<file path="config.mk">
export PLATFORM = sky130hd
export DESIGN_NAME = rx_buffer
export DESIGN_NICKNAME = d
export VERILOG_FILES = /design/src/rtl/uart_pkg.sv /design/src/rtl/sync_fifo.sv /design/src/rtl/rx_buffer.sv
export SDC_FILE = /design/constraint.sdc
export NUM_CORES = 1
export LEC_CHECK = 0
export BUFFER_PORTS_ARGS = -buffer_cell sky130_fd_sc_hd__buf_2
export CORE_MARGIN = 2
export CORE_UTILIZATION = 30
export DETAILED_ROUTE_END_ITERATION = 6
export GPL_TIMING_DRIVEN = 0
export SLEW_MARGIN = 5
export SYNTH_ARGS = -nofsm -noshare
export SYNTH_HDL_FRONTEND = slang
export SYNTH_SLANG_ARGS = --single-unit
</file>
<file path="constraint.sdc">
create_clock -name clk -period 3.2 [get_ports clk]
set_input_delay 0.32 -clock clk [delete_from_list [all_inputs] [get_ports clk]]
set_output_delay 0.32 -clock clk [all_outputs]
set_load 0.05 [all_outputs]
</file>
<file path="src/rtl/uart_pkg.sv">
// Shared UART definitions: data width, oversample ratio and the capture FSM encoding.
package uart_pkg;

    localparam int UART_DATA_W     = 8;
    localparam int UART_OVERSAMPLE = 16;

    typedef logic [UART_DATA_W-1:0] uart_byte_t;

    typedef enum logic [0:0] {
        CAP_IDLE = 1'b0,
        CAP_ACK  = 1'b1
    } cap_state_e;

endpackage

</file>
<file path="src/rtl/sync_fifo.sv">
// Synchronous first-word-fall-through FIFO; owns storage, pointers, occupancy
// and push/pop arbitration (a push into a full FIFO is taken only alongside a pop).
module sync_fifo #(
    parameter  int DEPTH = 16,
    parameter  int WIDTH = 8,
    localparam int AW    = $clog2(DEPTH)
) (
    input  logic             clk,
    input  logic             rst_n,
    input  logic             push,
    input  logic [WIDTH-1:0] push_data,
    input  logic             pop_req,
    output logic [WIDTH-1:0] m_data,
    output logic             m_valid,
    output logic [AW:0]      count,
    output logic             push_acc
);

    localparam logic [AW:0] FULL_CNT = (AW+1)'(DEPTH);

    logic [WIDTH-1:0] mem_q [DEPTH];
    logic [AW-1:0]    wr_ptr_q, wr_ptr_d;
    logic [AW-1:0]    rd_ptr_q, rd_ptr_d;
    logic [AW:0]      count_q, count_d;
    logic             full;
    logic             pop;

    always_comb begin
        full     = (count_q == FULL_CNT);
        pop      = pop_req && (count_q != '0);
        push_acc = push && (!full || pop);

        wr_ptr_d = wr_ptr_q;
        rd_ptr_d = rd_ptr_q;
        count_d  = count_q;
        if (push_acc) wr_ptr_d = wr_ptr_q + AW'(1);
        if (pop)      rd_ptr_d = rd_ptr_q + AW'(1);
        case ({push_acc, pop})
            2'b10:   count_d = count_q + (AW+1)'(1);
            2'b01:   count_d = count_q - (AW+1)'(1);
            default: count_d = count_q;
        endcase
    end

    always_ff @(posedge clk) begin
        if (!rst_n) begin
            wr_ptr_q <= '0;
            rd_ptr_q <= '0;
            count_q  <= '0;
        end else begin
            wr_ptr_q <= wr_ptr_d;
            rd_ptr_q <= rd_ptr_d;
            count_q  <= count_d;
        end
    end

    // Storage is not reset; the cleared pointers make stale contents unreachable.
    always_ff @(posedge clk) begin
        if (push_acc) mem_q[wr_ptr_q] <= push_data;
    end

    assign m_data  = mem_q[rd_ptr_q];
    assign m_valid = (count_q != '0);
    assign count   = count_q;

endmodule

</file>
<file path="src/rtl/rx_buffer.sv">
// Receive byte buffer: captures each byte from the UART receiver with a one-cycle
// ready_clr acknowledge, queues it in a FWFT FIFO and flags bytes dropped on full.
module rx_buffer
    import uart_pkg::*;
#(
    parameter  int DEPTH = 16,
    localparam int AW    = $clog2(DEPTH)
) (
    input  logic                   clk,
    input  logic                   rst_n,
    input  logic [UART_DATA_W-1:0] rx_data,
    input  logic                   rx_ready,
    output logic                   ready_clr,
    output logic [UART_DATA_W-1:0] m_data,
    output logic                   m_valid,
    input  logic                   m_ready,
    output logic [AW:0]            count,
    output logic                   overflow,
    input  logic                   ovf_clr
);

    cap_state_e state_q, state_d;
    logic       overflow_q, overflow_d;
    logic       push_req;
    logic       push_acc;
    logic       drop;

    // rx_ready stays high through the ACK cycle, so ACK must not look at it again.
    always_comb begin
        state_d  = state_q;
        push_req = 1'b0;
        case (state_q)
            CAP_IDLE: begin
                if (rx_ready) begin
                    push_req = 1'b1;
                    state_d  = CAP_ACK;
                end
            end
            CAP_ACK:  state_d = CAP_IDLE;
            default:  state_d = CAP_IDLE;
        endcase
    end

    // Set beats clear so a drop coinciding with ovf_clr is never lost.
    always_comb begin
        drop = push_req && !push_acc;
        if (drop)         overflow_d = 1'b1;
        else if (ovf_clr) overflow_d = 1'b0;
        else              overflow_d = overflow_q;
    end

    always_ff @(posedge clk) begin
        if (!rst_n) begin
            state_q    <= CAP_IDLE;
            overflow_q <= 1'b0;
        end else begin
            state_q    <= state_d;
            overflow_q <= overflow_d;
        end
    end

    assign ready_clr = (state_q == CAP_ACK);
    assign overflow  = overflow_q;

    sync_fifo #(
        .DEPTH (DEPTH),
        .WIDTH (UART_DATA_W)
    ) u_fifo (
        .clk       (clk),
        .rst_n     (rst_n),
        .push      (push_req),
        .push_data (rx_data),
        .pop_req   (m_ready),
        .m_data    (m_data),
        .m_valid   (m_valid),
        .count     (count),
        .push_acc  (push_acc)
    );

endmodule

</file>
* Word level (Yosys, flattened, before mapping)
Memory sizes are Yosys's and may differ from the RTL's. A register that Yosys moved wholly into a read port is not among the register bits.
Index checks and enable logic that the tools add are counted.
** Storage, ports and cells
- Output and inout bits :: 16
- Memories :: 1
- Register bits :: 15
- Word-level logic and storage cells :: 33
- Bits in writable memories :: 128
** Cells by class
- Muxes and demuxes :: 10
- Equality and inequality tests :: 3
- Add/sub/neg operators :: 4
- Bitwise operators :: 1
- Reduce and logical (&&, ||, !) cells :: 9
** Memory list
- u_fifo.mem_q :: words 16, width 8, read ports 1, clocked after Yosys merged registers in 1, write ports 1, RTL line sync_fifo.sv:21 : logic [WIDTH-1:0] mem_q [DEPTH];
** Operators with widths (count)
- $pmux 5 s2 :: 1
- $add 4x1->4 const B :: 2
- $mux 4 :: 2
- $mux 1 :: 6
- $add 5x1->5 const B :: 1
- $eq 5x5->1 const B :: 1
- $reduce_bool 5->1 :: 1
- $sub 5x1->5 const B :: 1
- $reduce_bool 2->1 :: 2
- $logic_and 1x1->1 :: 3
- $eq 2x1->1 const B :: 1
- $eq 2x2->1 const B :: 1
- $logic_not 1->1 :: 2
- $pmux 1 s2 :: 1
- $logic_or 1x1->1 :: 1
- $not 1->1 :: 1

* Logic depth before layout (Yosys ltp)
Gate-level depths: netlist of run 1.
- Word-level depth :: 7
- Depth in mapped cells :: 8
- Mapped depth without buffers :: 8

* Cells and area by module
A second synthesis of run 1 with hierarchy kept.
** Unflattened totals
- Cells, all modules :: 326
- Area, all modules :: 5916.9 µm²
** By module, submodules not included
- sync_fifo :: area an instance 5835.6 µm², cells each 319, sequential area each 4184.0 µm², times used 1
- rx_buffer :: area an instance 81.3 µm², cells each 7, sequential area each 40.0 µm², times used 1

* Worst setup path before layout of run 1
Ideal clock, no wire load.
- Path type :: reg-to-reg
- From :: reg u_fifo.count_q[3] (netlist: u_fifo.count[3])
- To :: reg u_fifo.count_q[4] (netlist: u_fifo.count[4])
- Path buffers :: 0
- Path slack :: 0.616 ns
- Library setup time :: 0.062 ns
- Data required time :: 3.138 ns
- Cell stages (with the launch flop) :: 9
- Data arrival time :: 2.522 ns
- Path through :: dfxtp_1 -> or4_4 -> o211ai_2 -> inv_1 -> ha_1 -> nand2b_1 -> a21oi_1 -> or4b_1 -> nand3_1
** Between the ends
- Cells in the longest elaborated chain, start to end :: 6
** RTL lines
- start: declaration :: RTL line sync_fifo.sv:24 : logic [AW:0] count_q, count_d;
- start signal: assignment :: RTL line sync_fifo.sv:53 : count_q <= count_d;
- $eq 5x5->1 / $reduce_bool 5->1 (equally long branches) :: RTL line sync_fifo.sv:29, sync_fifo.sv:30
- $logic_not 1->1 / $logic_and 1x1->1 (equally long branches) :: RTL line sync_fifo.sv:31, sync_fifo.sv:30
- $logic_or 1x1->1 :: RTL line sync_fifo.sv:31 : push_acc = push && (!full || pop);
- $logic_and 1x1->1 :: RTL line sync_fifo.sv:31
- $eq 2x1->1 / $eq 2x2->1 (equally long branches) :: RTL line sync_fifo.sv:38 : case ({push_acc, pop})
- $pmux 5 s2 / $reduce_bool 2->1 (equally long branches)
Several ways; a longest one is shown, not always the timed one.
A chain may end at the register's enable or synchronous reset.

==> results of run 1 <==
## cells in the final DEF, fill, tap and decap left out, types with 4 or more instances in the layout
master and count:
sky130_fd_sc_hd__ha_1 8, sky130_fd_sc_hd__nand2_1 18, sky130_fd_sc_hd__and2_1 18, sky130_fd_sc_hd__dfxtp_1 19
sky130_fd_sc_hd__mux2i_1 6, sky130_fd_sc_hd__buf_1 4, sky130_fd_sc_hd__edfxtp_1 128, sky130_fd_sc_hd__nand3_1 6
sky130_fd_sc_hd__nor2b_1 6, sky130_fd_sc_hd__clkbuf_16 17, sky130_fd_sc_hd__clkinv_1 4, sky130_fd_sc_hd__buf_2 29
sky130_fd_sc_hd__nor2_1 6, sky130_fd_sc_hd__clkbuf_1 7, sky130_fd_sc_hd__inv_1 6, sky130_fd_sc_hd__a22oi_1 16
sky130_fd_sc_hd__and4_1 4, sky130_fd_sc_hd__mux4_2 32, sky130_fd_sc_hd__nand2b_1 6
## state kept, by name, indices dropped and copies added, names as in the netlist, named ones only
name	cells
u_fifo.wr_ptr_q	4
u_fifo.count	5
ready_clr	1
u_fifo.mem_q	128
u_fifo.rd_ptr_q	4
overflow	1
## metal layers
| layer | track usage (%) | share of wire [%] | vias up |
|---|---|---|---|
| met5 | 0 | 0 | - |
| met3 | 2.86 | 4.2 | 16 |
| met1 | 16.0 | 46 | 1582 |
| met2 | 19.6 | 49 | 74 |
| met4 | 4.45 | 1.3 | 0 |
| li1 | - | - | 1408 |
## final cells by class
class / instances / area share [%]
plain buffers: 15 / 0.957
clock buffers: 17 / 6.14
clock inverters: 14 / 1.26
inverters: 6 / 0.325
multi-input cells: 161 / 23.7
flip-flops and latches: 147 / 60.9
well taps: 265 / 4.78
repair buffers: 27 / 1.95
## through the flow
stage | utilization [%] | cells
after floorplan | - | 329
after global placement | 33.0 | 621
after detailed placement | 33.0 | 621
after CTS | 35.6 | 652
after global routing | 35.6 | 652
final | 35.6 | 652
## how the worst max path moves through the flow
| stage | start | endpoint | slack (ps) | cells past startpoint |
|---|---|---|---|---|
| 5_1_grt | flip-flop | m_data[0] | 100 | 6 |
| 3_3_place_gp | u_fifo.count[3] | u_fifo.count[4] | 680 | 8 |
| 6_report | flip-flop | m_data[0] | 260 | 6 |
| 4_1_cts | flip-flop | m_data[0] | 200 | 6 |
| 3_5_place_dp | u_fifo.count[3] | u_fifo.count[4] | 660 | 8 |
| 2_1_floorplan | u_fifo.count[3] | u_fifo.count[4] | 620 | 8 |
## worst reg2reg max path, cell delays in order, from the launching register on
cell	delay, ps
sky130_fd_sc_hd__dfxtp_1	380
sky130_fd_sc_hd__or4_4	580
sky130_fd_sc_hd__o211ai_2	240
sky130_fd_sc_hd__inv_1	130
sky130_fd_sc_hd__ha_1	330
sky130_fd_sc_hd__nand2b_1	120
sky130_fd_sc_hd__a21oi_1	110
sky130_fd_sc_hd__or4b_1	540
sky130_fd_sc_hd__nand3_1	110
## logic make-up (layout without fill, tap and decap cells)
| group | count (synthesis) | after routing |
|---|---|---|
| xor+xnor | 3 | 3 |
| fa+ha+maj | 9 | 9 |
| simple gates | 75 | 75 |
| mux | 38 | 38 |
| buf+inv | 21 | 79 |
| flops | 147 | 147 |
| compound gates | 36 | 36 |
## where the power goes
group / internal, W / switching (W) / total [W] / leakage, nW
clock network: 0.000978 / 0.000762 / 0.00174 / 0.248
logic: 0.000539 / 0.000855 / 0.00139 / 0.715
registers: 0.00216 / 0.0000625 / 0.00222 / 1.31
## synth_stat cells, drive strengths merged, types with 4 or more instances
master and count:
mux4 32, inv 6, a22oi 16, o21ai 4, nand2 18, ha 8, nor2b 6, and4 4
nand3 6, and2 18, clkbuf 7, dfxtp 19, mux2i 6, buf 8, nand2b 6, nor2 6
edfxtp 128
==> out/qor_table.md, run 1 <==
| Metric | Value | Unit |
|:---|:---|:---|
| Chip Width | 145 | um |
| Crit path cell chain | clkbuf_1, buf_2, mux4_2, a22oi_1, nand2_1, buf_2 | - |
| Hold buffers post-CTS | 0 | - |
| R2r setup slk | 610 | ps |
| Cell occurring most often along the worst timing path | sky130_fd_sc_hd__buf_2 | - |
| Resized cells post-CTS | 0 | - |
| DRT Wirelength | 11,900 | um |
| Post-CTS Repair Setup Buffers | 0 | - |
| Fraction of the mapped netlist area in adder cells | 2.02 | % |
| Fillcell total | 1,826 | - |
| Count of H-tree levels built during CTS | 4 | - |
| Via-per-instance ratio | 4.72 | - |
| Die height | 145 | um |
| Leading register cell type out of synthesis | sky130_fd_sc_hd__edfxtp_1 | - |
| Antenna violations before repair | 0 | - |
| Area share of and/or/nand/nor cells after synthesis | 7.19 | % |
| Startpoint Class | flip-flop | - |
| DRC errors left | 0 | - |
| Worst r2r dst | u_fifo.count[4] | - |
| N_diodes | 0 | - |
| Post-synthesis instance area | 0.00595 | mm2 |
| Number of cell instances on the worst register-to-register path | 8 | - |
| Cell at the root of the clock tree | sky130_fd_sc_hd__clkbuf_16 | - |
| Fraction of synthesis flops using an asynchronous set or reset pin | 0 | % |
| Total of endpoints with negative setup slack in the final report | 0 | - |
| CTS tree | yes | - |
| Max_cap viols | 0 | - |
| Wire length per cell | 18.2 | um |
| CORE AREA | 0.0195 | mm2 |
| Layout cell share with drive strength beyond 1 | 24.5 | % |
| Critical setup path kind | flip-flop to output port | - |
| Pwr dens | 773 | mW/mm2 |
| I/O pin total | 29 | - |
| Unrepaired setup endpoints after global routing | false | - |
| Min Hold Slack | 233 | ps |
| Portion of synthesized cell area occupied by the leading cell type | 64.6 | % |
| Smallest setup slack after layout | 261 | ps |
| Area taken by flip-flops and latches | 0.00422 | mm2 |
| Clock edge transition at the registers on the reported setup and hold paths | 60 | ps |
| Cell count after synthesis | 329 | - |
| Syn_area_per_cell | 18.1 | um2 |
| Worst-case headroom to the max-slew limit | 47.8 | % |
| Max Fanout on Critical Path | 10 | - |
| Final Net Count | 397 | - |
| WP data arrival | 2620 | ps |
| Setup TNS | 0 | ps |
| Multiplexer share of the synthesized area | 13.1 | % |
| Post-synthesis compound-gate area fraction | 4.79 | % |
| Cell class contributing the biggest share of worst-path delay | buffers and inverters | - |
| Overall die area | 0.0210 | mm2 |
| Capture endpoint of the worst hold path | u_fifo.count[1] | - |
| Number of clock sinks | 147 | - |
| Number of core rows | 51 | - |
| Iteration-0 DRC Markers | 193 | - |
| Overflow left after global routing | 0 | - |
| Vias | 3,080 | - |
| Final hold violation count | 0 | - |
| Final instance area | 0.00693 | mm2 |
| Number of buffers created by CTS | 17 | - |
| Routability congestion estimate | 0.752 | - |
| Slowest Stage Delay on Critical Path | 560 | ps |
| Biggest area contributors in the synthesized netlist | sky130_fd_sc_hd__edfxtp_1, sky130_fd_sc_hd__mux4_2, sky130_fd_sc_hd__dfxtp_1 | - |
| Vias in the first global route | 3,188 | - |
| Launch point of the worst reg-to-reg path | u_fifo.count[0] | - |
| Time the worst path needs with I/O delays and setup | 2940 | ps |
| Count of nets left with antenna violations after detail routing | 0 | - |
| Dominant cell type by area after synthesis | sky130_fd_sc_hd__edfxtp_1 | - |
| Hold Path Class | input port to flip-flop | - |
| Post-route clock period utilization | 91.8 | % |
| Cell Area, Placed | 0.00642 | mm2 |
| Result of the run | completed | - |
| Bufs on Longest Clock Path | 2 | - |
| DRT Pass-1 Iters | 4 | - |
| Number of synthesized flops with an enable pin | 128 | - |
| Number of input and output port buffers inserted | 27 | - |
| Global-route usage over all layers | 12.1 | % |
| Sequential-to-total area share from yosys stat | 71.0 | % |
| Maximum number of pins on one net before global-route repair | 17 | - |
| Dpl hpwl | 7730 | um |
| CP Data Required Time | 2880 | ps |
| Wire length of the first global-routing pass | 18,100 | um |
| Startpoint of the tightest hold check path | rst_n | - |
| Clk_lat worst skew | 420 | ps |
| Final Skew | 11.3 | ps |
| Final max-slew violation count | 0 | - |
| Top achievable clock speed | 340 | MHz |
| Hold depth | 3 | - |
| Layout overhead on the synthesized area | 16.5 | % |
| Starting utilization of the core area | 30.6 | % |
| Netlist cell types | 42 | - |
| Yosys warning count | 0 | - |
| Largest family of logic cells by synthesized area | multiplexers | - |
| #FFs+latches synth | 147 | - |
| Xor/xnor cell area share of the yosys netlist | 0.441 | % |
| Maximum resistive drop on vdd | 556 | uV |
| Overall Power | 0.00536 | W |
| Crit path capture type | output port | - |
| Area of the multi-input gates | 0.00164 | mm2 |
| Worst path bufs/invs | 3 | - |
| Static leakage | 2.27 | nW |
| Net Count, Synth | 351 | - |
| Pre-CTS setup slack | 658 | ps |
| Critical-path cell with the highest stage delay | sky130_fd_sc_hd__mux4_2 | - |
| Least-Margin Pin Slew | 783 | ps |
No activity file was read; power rests on OpenSTA's default activity.
==> run 2: changes to the inputs <==
--- a/config.mk
+++ b/config.mk
@@ -6,8 +6,8 @@
 export NUM_CORES = 1
 export LEC_CHECK = 0
 export BUFFER_PORTS_ARGS = -buffer_cell sky130_fd_sc_hd__buf_2
-export CORE_MARGIN = 2
-export CORE_UTILIZATION = 30
+export CORE_MARGIN = 1
+export CORE_UTILIZATION = 38
 export DETAILED_ROUTE_END_ITERATION = 6
 export GPL_TIMING_DRIVEN = 0
 export SLEW_MARGIN = 5
==> run 2 against run 1 <==
  * Worst hold slack worse by 14 ps
  * Register-to-register slack about the same
  * Sequential power about the same
  * Clock power up 9%
  * Final cell count down 8.1%
  * Non-clock buffer count unchanged
  * Design area down 0.14%
  * Worst setup slack better by 28 ps
  * Routed wire length down 4.2%
  * Flip-flop and latch count unchanged
  * Total power up 2.4%
  * Critical endpoint is now m_data[4]
==> out/qor_table.md, run 2 (synthesized netlist as in run 1, its figures left out) <==
| Metric | Value | Unit |
|:---|:---|:---|
| Final Skew | 4.11 | ps |
| Hold Path Class | input port to flip-flop | - |
| Max_cap viols | 0 | - |
| Vias | 3,030 | - |
| Starting utilization of the core area | 39.0 | % |
| Slowest Stage Delay on Critical Path | 570 | ps |
| Final instance area | 0.00692 | mm2 |
| Count of nets left with antenna violations after detail routing | 0 | - |
| Clock edge transition at the registers on the reported setup and hold paths | 50 | ps |
| Part of the power in the clock network | 34.4 | % |
| Unrepaired setup endpoints after global routing | false | - |
| Cell Area, Placed | 0.00635 | mm2 |
| Number of input and output port buffers inserted | 27 | - |
| CTS tree | yes | - |
| Cell occurring most often along the worst timing path | sky130_fd_sc_hd__buf_2 | - |
| Global-route usage over all layers | 15.4 | % |
| Static leakage | 2.29 | nW |
| Time the worst path needs with I/O delays and setup | 2910 | ps |
| Crit path cell chain | clkbuf_1, buf_2, mux4_2, a22oi_1, nand2_1, buf_2 | - |
| Maximum resistive drop on vdd | 524 | uV |
| Final Net Count | 397 | - |
| Final Util | 45.4 | % |
| Clk_lat worst skew | 410 | ps |
| Reported net switching power | 0.00164 | W |
| Layout cell share with drive strength beyond 1 | 25.0 | % |
| Largest register by flop count | u_fifo.mem_q | - |
| Layout overhead on the synthesized area | 16.3 | % |
| Overflow left after global routing | 0 | - |
| Vias in the first global route | 3,157 | - |
| Final max-slew violation count | 0 | - |
| Result of the run | completed | - |
| Total of endpoints with negative setup slack in the final report | 0 | - |
| Post-CTS Repair Setup Buffers | 0 | - |
| Critical setup path kind | flip-flop to output port | - |
| WP data arrival | 2590 | ps |
| Antenna violations before repair | 0 | - |
| Wire length of the first global-routing pass | 17,700 | um |
| Worst-case headroom to the max-slew limit | 48.2 | % |
| Least-Margin Pin Slew | 774 | ps |
| Sw Share | 30.0 | % |
| Internal power summed over all cells | 0.00384 | W |
| Critical-path cell with the highest stage delay | sky130_fd_sc_hd__mux4_2 | - |
| CORE AREA | 0.0153 | mm2 |
| Iteration-0 DRC Markers | 243 | - |
| I/O pin total | 29 | - |
| Number of core rows | 45 | - |
| DRC errors left | 0 | - |
| Die height | 127 | um |
| Pwr dens | 793 | mW/mm2 |
| Top achievable clock speed | 344 | MHz |
| Wire length per cell | 19.0 | um |
| Most common cell after layout, fill and taps aside | sky130_fd_sc_hd__edfxtp_1 | - |
| Max Fanout on Critical Path | 10 | - |
| Dpl hpwl | 7460 | um |
| N_diodes | 0 | - |
| Setup TNS | 0 | ps |
| Via-per-instance ratio | 5.06 | - |
| Post-route clock period utilization | 91.0 | % |
| Routability congestion estimate | 0.722 | - |
| Seq pwr share | 40.5 | % |
| Maximum number of pins on one net before global-route repair | 17 | - |
| Resized cells post-CTS | 0 | - |
| Final hold violation count | 0 | - |
| Cell at the root of the clock tree | sky130_fd_sc_hd__clkbuf_16 | - |
| DRT Wirelength | 11,400 | um |
| CP Data Required Time | 2880 | ps |
| Number of buffers created by CTS | 17 | - |
| Chip Width | 127 | um |
| Number of clock sinks | 147 | - |
| Count of H-tree levels built during CTS | 4 | - |
| Most frequent cells in the layout | sky130_fd_sc_hd__edfxtp_1, sky130_fd_sc_hd__mux4_2, sky130_fd_sc_hd__buf_2 | - |
| Crit path capture type | output port | - |
| Startpoint Class | flip-flop | - |
| Overall die area | 0.0162 | mm2 |
| Max FFs per register | 128 | - |
| DRT Pass-1 Iters | 4 | - |
| Bufs on Longest Clock Path | 2 | - |
| Combinational group share of total power | 25.1 | % |
| Hold buffers post-CTS | 0 | - |
==> run 2: cell types whose count changed in the layout (fill, tap and decap cells not counted) <==
cell	change
sky130_fd_sc_hd__clkinvlp_2	-1
sky130_fd_sc_hd__bufinv_16	+2
sky130_fd_sc_hd__clkbuf_1	+2
sky130_fd_sc_hd__clkinv_4	+3
sky130_fd_sc_hd__clkinv_2	-1
sky130_fd_sc_hd__clkinv_1	-3
sky130_fd_sc_hd__inv_8	-1
sky130_fd_sc_hd__inv_6	-3
sky130_fd_sc_hd__clkinvlp_4	+3
==> run 2: cell type report <==
type | count | area, um2
clock inverter | 13 | 138
buffer | 15 | 66.3
tap | 211 | 264
inverter | 6 | 22.5
timing repair buffer | 27 | 135
sequential | 147 | 4220
fill | 1341 | 8340
clock buffer | 19 | 433
multi-input combinational | 161 | 1640
==> run 2: final timing paths <==
check | cells past startpoint | slack, ps | to | start
max | 6 | 290 | m_data[4] | flip-flop
min | 4 | 220 | overflow | ovf_clr
max reg2reg | 8 | 610 | u_fifo.count[4] | u_fifo.count[3]
min reg2reg | 2 | 510 | u_fifo.wr_ptr_q[1] | u_fifo.wr_ptr_q[1]
==> run 2: metal layers <==
layer  GRT usage, %  wire length (um)  up-vias
li1               -                 -     1409
met2           26.0              5830       60
met1           19.0              4910     1546
met5              0                 0        -
met3           3.94               495       15
met4           5.88               163        0
==> run 2: power by group through the flow <==
stage / clock network, W / logic (W) / registers (W)
6_report: 0.00189 / 0.00138 / 0.00222
5_1_grt: 0.00199 / 0.00149 / 0.00223
4_1_cts: 0.00192 / 0.00140 / 0.00222
3_5_place_dp: 0 / 0.00140 / 0.00226
3_3_place_gp: 0 / 0.00138 / 0.00226
2_1_floorplan: 0 / 0.00101 / 0.00234
==> run 2: worst max-delay path, delay by kind of cell (launching register included) <==
kind,cells,cell delay (ps)
AND/OR/NAND/NOR,1,130
multiplexers,1,570
AO/OA/AOI/OAI,1,180
buffers and inverters,3,990
flip-flops,1,300
==> run 2: metrics by stage <==
stage                     power (W)  setup slack, ps  std cells  hold slack (ps)
after global routing        0.00571              117        599              247
after CTS                   0.00555              213        599              200
final                       0.00549              290        599              219
after detailed placement    0.00366              637        567              514
after global placement      0.00364              668        567              503
after floorplan             0.00334              616        329              419
